### src/rtl/pyrm_writeback_block_pkg.sv
// Shared types and constants for the writeback stage.
//   wb_entry_t  : one pending register write {rd, data}
//   LD_*        : load funct3 encodings
//   fmt_load()  : selects and extends the loaded field from an aligned doubleword
package pyrm_writeback_block_pkg;

    localparam int RD_W    = 5;
    localparam int DATA_W  = 64;
    localparam int ENTRY_W = RD_W + DATA_W;

    localparam logic [2:0] LD_B  = 3'd0;
    localparam logic [2:0] LD_H  = 3'd1;
    localparam logic [2:0] LD_W  = 3'd2;
    localparam logic [2:0] LD_D  = 3'd3;
    localparam logic [2:0] LD_BU = 3'd4;
    localparam logic [2:0] LD_HU = 3'd5;
    localparam logic [2:0] LD_WU = 3'd6;

    typedef struct packed {
        logic [RD_W-1:0]   rd;
        logic [DATA_W-1:0] data;
    } wb_entry_t;

    // Shift the addressed field down to bit 0, then extend. Sub-size offset
    // bits are ignored, so misaligned halfword/word offsets round down.
    // funct3=7 falls through to the doubleword case.
    function automatic logic [DATA_W-1:0] fmt_load(
        input logic [DATA_W-1:0] raw,
        input logic [2:0]        off,
        input logic [2:0]        f3
    );
        logic [DATA_W-1:0] sh;
        logic [DATA_W-1:0] res;
        case (f3)
            LD_B, LD_BU: sh = raw >> {off, 3'b000};
            LD_H, LD_HU: sh = raw >> {off[2:1], 4'b0000};
            LD_W, LD_WU: sh = raw >> {off[2], 5'b00000};
            default:     sh = raw;
        endcase
        case (f3)
            LD_B:    res = {{56{sh[7]}},  sh[7:0]};
            LD_BU:   res = {56'd0,        sh[7:0]};
            LD_H:    res = {{48{sh[15]}}, sh[15:0]};
            LD_HU:   res = {48'd0,        sh[15:0]};
            LD_W:    res = {{32{sh[31]}}, sh[31:0]};
            LD_WU:   res = {32'd0,        sh[31:0]};
            default: res = sh;
        endcase
        return res;
    endfunction

endpackage

### src/rtl/pyrm_writeback_block_wb_fifo.sv
// wb_fifo: parameterized synchronous FIFO for pending register writes.
// Ports:
//   clk, rst_b      : clock, synchronous active-low reset (pointers/count only)
//   push_i          : enqueue push_data_i (ignored when full)
//   push_data_i     : entry to enqueue
//   pop_i           : dequeue head (ignored when empty)
//   full_o, empty_o : status from registered count
//   head_o          : oldest entry, valid when !empty_o
module wb_fifo #(
    parameter int DEPTH = 4,
    parameter int PTR_W = 2,
    parameter int WIDTH = 69
) (
    input  logic             clk,
    input  logic             rst_b,
    input  logic             push_i,
    input  logic [WIDTH-1:0] push_data_i,
    input  logic             pop_i,
    output logic             full_o,
    output logic             empty_o,
    output logic [WIDTH-1:0] head_o
);

    logic [WIDTH-1:0] mem_q [DEPTH];
    logic [WIDTH-1:0] mem_d [DEPTH];
    logic [PTR_W-1:0] head_q, head_d;
    logic [PTR_W-1:0] tail_q, tail_d;
    logic [PTR_W:0]   count_q, count_d;
    logic             do_push;
    logic             do_pop;

    assign full_o  = (count_q == (PTR_W+1)'(DEPTH));
    assign empty_o = (count_q == '0);
    assign head_o  = mem_q[head_q];

    always_comb begin
        mem_d   = mem_q;
        head_d  = head_q;
        tail_d  = tail_q;
        count_d = count_q;
        do_push = push_i && !full_o;
        do_pop  = pop_i && !empty_o;
        if (do_push) begin
            mem_d[tail_q] = push_data_i;
            tail_d        = tail_q + PTR_W'(1);
        end
        if (do_pop) begin
            head_d = head_q + PTR_W'(1);
        end
        case ({do_push, do_pop})
            2'b10:   count_d = count_q + (PTR_W+1)'(1);
            2'b01:   count_d = count_q - (PTR_W+1)'(1);
            default: count_d = count_q;
        endcase
    end

    // Storage is not reset; only the pointers define which entries are live.
    always_ff @(posedge clk) begin
        mem_q <= mem_d;
        if (!rst_b) begin
            head_q  <= '0;
            tail_q  <= '0;
            count_q <= '0;
        end else begin
            head_q  <= head_d;
            tail_q  <= tail_d;
            count_q <= count_d;
        end
    end

endmodule

### src/rtl/pyrm_writeback_block.sv
// pyrm_writeback_block: final pipeline stage. Accepts ALU and load results,
// formats load data, drops x0 writes and queues the rest for decode.
// Ports:
//   clk, reset_pyri                 : clock, synchronous active-low reset
//   alu_*                           : ALU result channel (valid/retry)
//   mem_*                           : load result channel (raw doubleword + offset/funct3)
//   reg_addr_* / reg_data_*         : paired write channels to decode; always pop together
module pyrm_writeback_block
    import pyrm_writeback_block_pkg::*;
#(
    parameter int FIFO_DEPTH = 4,
    parameter int PTR_W      = 2
) (
    input  logic        clk,
    input  logic        reset_pyri,
    input  logic [4:0]  alu_rd_pyri,
    input  logic [63:0] alu_data_pyri,
    input  logic        alu_valid_pyri,
    output logic        alu_retry_pyro,
    input  logic [4:0]  mem_rd_pyri,
    input  logic [63:0] mem_data_pyri,
    input  logic [2:0]  mem_offset_pyri,
    input  logic [2:0]  mem_funct3_pyri,
    input  logic        mem_valid_pyri,
    output logic        mem_retry_pyro,
    output logic [63:0] reg_addr_pyro,
    output logic        reg_addr_valid_pyro,
    input  logic        reg_addr_retry_pyri,
    output logic [63:0] reg_data_pyro,
    output logic        reg_data_valid_pyro,
    input  logic        reg_data_retry_pyri
);

    logic        fifo_full;
    logic        fifo_empty;
    logic        push;
    logic        pop;
    logic        mem_accept;
    logic        alu_accept;
    logic        out_valid;
    logic [63:0] mem_fmt;
    wb_entry_t   push_entry;
    wb_entry_t   head;

    wb_fifo #(
        .DEPTH (FIFO_DEPTH),
        .PTR_W (PTR_W),
        .WIDTH (ENTRY_W)
    ) u_fifo (
        .clk         (clk),
        .rst_b       (reset_pyri),
        .push_i      (push),
        .push_data_i (push_entry),
        .pop_i       (pop),
        .full_o      (fifo_full),
        .empty_o     (fifo_empty),
        .head_o      (head)
    );

    // Memory has priority; a valid load blocks the ALU even when it is x0.
    // Holding reset low forces retry so nothing is accepted during reset.
    always_comb begin
        mem_retry_pyro = !reset_pyri || fifo_full;
        alu_retry_pyro = !reset_pyri || fifo_full || mem_valid_pyri;
        mem_accept     = mem_valid_pyri && !mem_retry_pyro;
        alu_accept     = alu_valid_pyri && !alu_retry_pyro;
    end

    always_comb begin
        mem_fmt = fmt_load(mem_data_pyri, mem_offset_pyri, mem_funct3_pyri);
        if (mem_accept) begin
            push_entry.rd   = mem_rd_pyri;
            push_entry.data = mem_fmt;
        end else begin
            push_entry.rd   = alu_rd_pyri;
            push_entry.data = alu_data_pyri;
        end
        // x0 results are consumed by the handshake but never queued.
        push = (mem_accept && (mem_rd_pyri != 5'd0))
            || (alu_accept && (alu_rd_pyri != 5'd0));
    end

    always_comb begin
        out_valid           = reset_pyri && !fifo_empty;
        pop                 = out_valid && !(reg_addr_retry_pyri || reg_data_retry_pyri);
        reg_addr_valid_pyro = out_valid;
        reg_data_valid_pyro = out_valid;
        reg_addr_pyro       = out_valid ? {59'd0, head.rd} : 64'd0;
        reg_data_pyro       = out_valid ? head.data        : 64'd0;
    end

endmodule

### config.mk
export PLATFORM = sky130hd
export DESIGN_NAME = pyrm_writeback_block
export DESIGN_NICKNAME = d
export VERILOG_FILES = /design/src/rtl/pyrm_writeback_block_pkg.sv /design/src/rtl/pyrm_writeback_block_wb_fifo.sv /design/src/rtl/pyrm_writeback_block.sv
export SDC_FILE = /design/constraint.sdc
export NUM_CORES = 1
export LEC_CHECK = 0
export ABC_AREA = 0
export CELL_PAD_IN_SITES_DETAIL_PLACEMENT = 0
export CELL_PAD_IN_SITES_GLOBAL_PLACEMENT = 1
export CORE_MARGIN = 1.5
export CORE_UTILIZATION = 46
export CTS_CLUSTER_SIZE = 12
export DETAILED_ROUTE_END_ITERATION = 10
export HOLD_SLACK_MARGIN = 0.03
export PLACE_DENSITY_LB_ADDON = 0.1
export SYNTH_ARGS = -nofsm -noshare
export SYNTH_HDL_FRONTEND = slang
export SYNTH_SLANG_ARGS = --single-unit
### constraint.sdc
create_clock -name clk -period 11.95 [get_ports clk]
set_input_delay 3.585 -clock clk [delete_from_list [all_inputs] [get_ports clk]]
set_output_delay 3.585 -clock clk [all_outputs]
set_load 0.005 [all_outputs]
=== Yosys cells after proc, flatten, opt, wreduce, memory -nomap -nowiden ===
Cells that the tools add are included.

* Flip-flop bits (word level): 283
* Output and inout bits: 132

* Add/sub/neg operators: 4
* Order comparisons: 3
* Equality and inequality tests: 8
* Shift-type cells: 3
* Mux-type cells: 12
* Bitwise operators: 2
* Reductions and logical operators: 27

{| class="wikitable"
|+ Operators with widths
! kind !! count
|-
| 64-bit one-hot mux with 6 select lines || 1
|-
| 276-bit bitwise mux || 1
|-
| 69-bit two-way mux || 4
|-
| 64-bit one-hot mux with 3 select lines || 1
|-
| 64-bit by 6-bit >> shifter with 64-bit output || 3
|-
| 69-bit binary-select mux with 2-bit select || 1
|-
| 69-bit demux with 2-bit select || 1
|-
| 64-bit two-way mux || 1
|-
| 3-bit equality test, second input constant || 4
|-
| 5-bit nonzero test || 2
|-
| 1-bit logical AND || 9
|-
| 3-bit greater-or-equal comparator, second input constant || 2
|-
| 1-bit logical NOT || 6
|-
| 3-bit logical NOT || 2
|-
| 2-bit inverter with 3-bit output || 2
|-
| 3-bit one-hot mux with 2 select lines || 1
|-
| 2-bit OR reduction || 3
|-
| 5-bit two-way mux || 1
|-
| 2-bit by 1-bit adder with 2-bit output, second input constant || 2
|-
| 1-bit logical OR || 4
|-
| 3-bit by 1-bit adder with 3-bit output, second input constant || 1
|-
| 3-bit by 1-bit equality test with 1-bit output, second input constant || 1
|-
| 3-bit by 2-bit equality test with 1-bit output, second input constant || 1
|-
| 3-bit by 1-bit < comparator with 1-bit output, second input constant || 1
|-
| 4 further kinds || 4
|}

=== Logic depth before layout (Yosys ltp) ===
* Word-level depth: 10
* Gate-level depth with buffers: 11
* Gate-level depth less buffers: 11

=== Modules after synthesis ===
Synthesis repeated with hierarchy kept, for this count alone.

* Cell total of the unflattened synthesis: 1068
* Area, all modules: 14800.4 µm²

{| class="wikitable"
|+ Modules (own cells, without submodules)
! module !! times used !! cells each !! area each (µm²) !! sequential area each (µm²)
|-
| wb_fifo || 1 || 412 || 10482.6 || 8428.1
|-
| pyrm_writeback_block || 1 || 656 || 4317.9 || 0.0
|}

=== Worst setup path before layout ===
Ideal clock, no wire load.

* Path type: input to output
* Start: in reset_pyri
* End: out reg_data_valid_pyro
* Arrival time: 4.304 ns
* Data required time: 8.365 ns
* Path slack: 4.061 ns
* Cell stages on the path: 4
* Buffers on the path: 2
* Cell sequence: o31ai_1 > clkbuf_1 > inv_1 > buf_4

* Word-level cells in the longest chain between the ends: 1

{| class="wikitable"
|+ RTL lines
! element !! RTL line !! RTL
|-
| start, declared || pyrm_writeback_block.sv:15 || <nowiki>input logic reset_pyri,</nowiki>
|-
| 1-bit logical AND || pyrm_writeback_block.sv:84 || <nowiki>out_valid = reset_pyri && !fifo_empty;</nowiki>
|-
| end, declared || pyrm_writeback_block.sv:30 || <nowiki>output logic reg_data_valid_pyro,</nowiki>
|}

No other way between the ends.

=== Final worst setup path ===
* Start: in reset_pyri
* End: out reg_data_pyro[31]

* Word-level cells in the longest chain between the ends: 2

{| class="wikitable"
|+ RTL lines
! element !! RTL line !! RTL
|-
| 1-bit logical AND || pyrm_writeback_block.sv:84 ||
|-
| 64-bit two-way mux || pyrm_writeback_block.sv:89 || <nowiki>reg_data_pyro = out_valid ? head.data : 64'd0;</nowiki>
|-
| end, declared || pyrm_writeback_block.sv:29 || <nowiki>output logic [63:0] reg_data_pyro,</nowiki>
|}

No other way between the ends.

==> metrics.yaml <==
io_buffer_count: 222
crit_required_ns: 8.37
gp_congestion: 0.886
die_area_um2: 32300
clkSinkCount: 283
avgRoutedWirePerCell_um: 24.6
finalNetCount: 1430
finalNonFillerCells: 1686
fmax_mhz: 111
p_sw_frac: 0.248
synth_edf_count: 276
relSlewSlack: 0.258
track_usage: 0.252
grt_max_degree: 72
synthTopCellsByCount: "edfxtp_1 (276), a21oi_1 (78), nand2_1 (72), nor2b_1 (72), mux4_2 (71)"
worstSetupEndpointType: "primary output"
post_cts_buffers: 0
final.setup.tns_ns: 0
post_drt_via_cell_ratio: 5.82
clock_path_buffers: 3
die_y_um: 180
htreeDepth: 1
cp_max_fo: 71
grt_overflow_total: 0
dr_total_vias: 9819
finalClockSkew_ns: 0.0184
synth.most_common_cell: "edfxtp_1"
wl_met3_um: 3210
grt_pass1_vias: 9522
yosysWarnings: 0
n_fill_cell: 2538
critPathKind: "primary input to primary output"
p_comb_frac: 0.166
rsz0062_at_grt: "no"
core_area_um2: 30700
top_layer: "met5"
ys_types: 52
tritoncts: "yes"
syn2layout_area_growth_pct: 22.0
firstDrtPassIters: 5
arrival_ns: 5.43
dpl.hpwl_um: 28100
avgSynthCellArea_um2: 13.3
dp_cells: 1635
worstSkewPairLatency_ns: 0.57
finalSetupViolations: 0
grt_pass1_wl_um: 61200
dr_wl_met2_um: 19500
hold_viol: 0
antenna_left: 0
async_flop_share: 0
synth_top_area_share: 0.577
die_x_um: 180
power_frac_seq: 0.490
power_switching_uw: 591
fin_crit_sh: 0.755
drive_gt1_frac: 0.124
synth-seq-area-share: 0.586
start_kind: "primary input"
r2r_slack_ns: 8.10
post-route-drc-count: 0
synth.ff_latch_count: 283
vdd_ir_drop_max_uv: 111
syn_area_um2: 14400
ctsRootBufferMaster: "clkbuf_16"
synthTopCellsByArea: "edfxtp_1 (58%), mux4_2 (11%), buf_4 (3.2%)"
maxCapViolCount: 0
io_pins: 282
num_rows: 64
hold_path.class: "register to register"
p_int_uw: 1790
numCtsBuffers: 29
postSynthCellCount: 1077
synthFlopType: "edfxtp_1"
drt_iter0_drc: 985
slew_violations: 0
clk_pin_slew_worst_paths_ns: 0.06
wl_um: 41400
worst_pin_slew_ns: 1.11
powerDensity_nw_per_um2: 136
status: "completed"
antenna_found_initial: 6
m1WireLength_um: 17900
leakage_uw: 0.00592
finalCriticalPeriod_ns: 9.02
clkPwrFrac: 0.345
start_util: 0.469
cts_resized: 0
cts_hold_buf: 0
yosysTopAreaCell: "edfxtp_1"
## per-layer routing
layer | vias up | track usage
met5 | - | 0
met4 | 6 | 0.0630
met3 | 56 | 0.0500
met2 | 463 | 0.394
met1 | 4944 | 0.363
li1 | 4350 | -
## critical path, cell delays in order
cell and delay, ns:
clkdlybuf4s50_1 0.47, o31ai_4 0.07, buf_4 0.65, nor2b_1 0.12
clkdlybuf4s50_1 0.49
## stage by stage
step / utilization / hold slack (ns) / setup WS [ns] / instance area [um^2] / power (uW)
floorplan: - / 0.471 / 4.06 / 14600 / 1410
detailed placement: 0.544 / 0.538 / 2.90 / 16700 / 1580
CTS: 0.572 / 0.546 / 2.90 / 17500 / 2400
finish: 0.572 / 0.548 / 2.93 / 17500 / 2390
global placement: 0.544 / 0.533 / 2.93 / 16700 / 1580
global route: 0.572 / 0.586 / 2.78 / 17500 / 2470
## final timing paths
kind,start,endpoint,cells past startpoint
setup reg to reg,u_fifo.count_q[0],u_fifo.mem_q[6],6
hold / removal,u_fifo.count_q[2],u_fifo.count_q[2],2
hold reg to reg,u_fifo.count_q[2],u_fifo.count_q[2],2
setup / recovery,reset_pyri,reg_data_pyro[31],5
## state kept, by name (all words and copies together), names as in the netlist
register and cells:
u_fifo.tail_q 2, u_fifo.mem_q 276, u_fifo.count_q 3, u_fifo.head_q 2
## logic make-up after synthesis
group,after synthesis,synth area share
simple gates,259,0.0892
xor+xnor,5,0.00305
mux,107,0.136
buf+inv,177,0.0645
other cells,1,0.000261
compound gates,235,0.111
fa+ha+maj,10,0.00923
flops,283,0.586
## power groups by stage
stage	clock network (uW)	logic (uW)	registers (uW)
after global placement	0	389	1190
after detailed placement	0	393	1190
final	823	395	1170
after CTS	835	395	1170
after global routing	870	425	1170
after floorplan	0	230	1180
## final cells by class
type | count | area [um^2] | share of cell area
Antenna cell | 4 | 10.0 | 0.000570
Clock buffer | 37 | 756 | 0.0431
Clock inverter | 10 | 81.3 | 0.00464
Inverter | 44 | 165 | 0.00941
Multi-Input combinational cell | 675 | 5270 | 0.300
Sequential cell | 283 | 8430 | 0.481
Tap cell | 396 | 495 | 0.0282
Timing Repair Buffer | 237 | 2330 | 0.133
## layout by cell type (no fill, tap or decap), drive strengths merged, types with 3 or more instances in the layout
| master | synthesis | routed |
|---|---|---|
| nor3 | 4 | 4 |
| a22oi | 7 | 7 |
| clkinv | 0 | 8 |
| mux2i | 35 | 35 |
| nand2b | 5 | 5 |
| o21a | 7 | 7 |
| dfxtp | 7 | 7 |
| nand3 | 7 | 7 |
| nand2 | 72 | 72 |
| a2111oi | 3 | 3 |
| or3 | 16 | 16 |
| clkbuf | 55 | 37 |
| a221oi | 8 | 8 |
| mux4 | 71 | 71 |
| o22ai | 29 | 29 |
| nor2 | 67 | 67 |
| a21oi | 79 | 79 |
| and2 | 7 | 7 |
| nand3b | 3 | 3 |
| edfxtp | 276 | 276 |
| buf | 78 | 15 |
| ha | 9 | 9 |
| inv | 44 | 45 |
| a311oi | 22 | 22 |
| clkdlybuf4s50 | 0 | 222 |
| o211a | 7 | 7 |
| xor2 | 3 | 3 |
| o21ai | 67 | 67 |
| diode | 0 | 4 |
| conb | 1 | 59 |
| nor2b | 72 | 72 |
(Power assumes the default switching activity.)
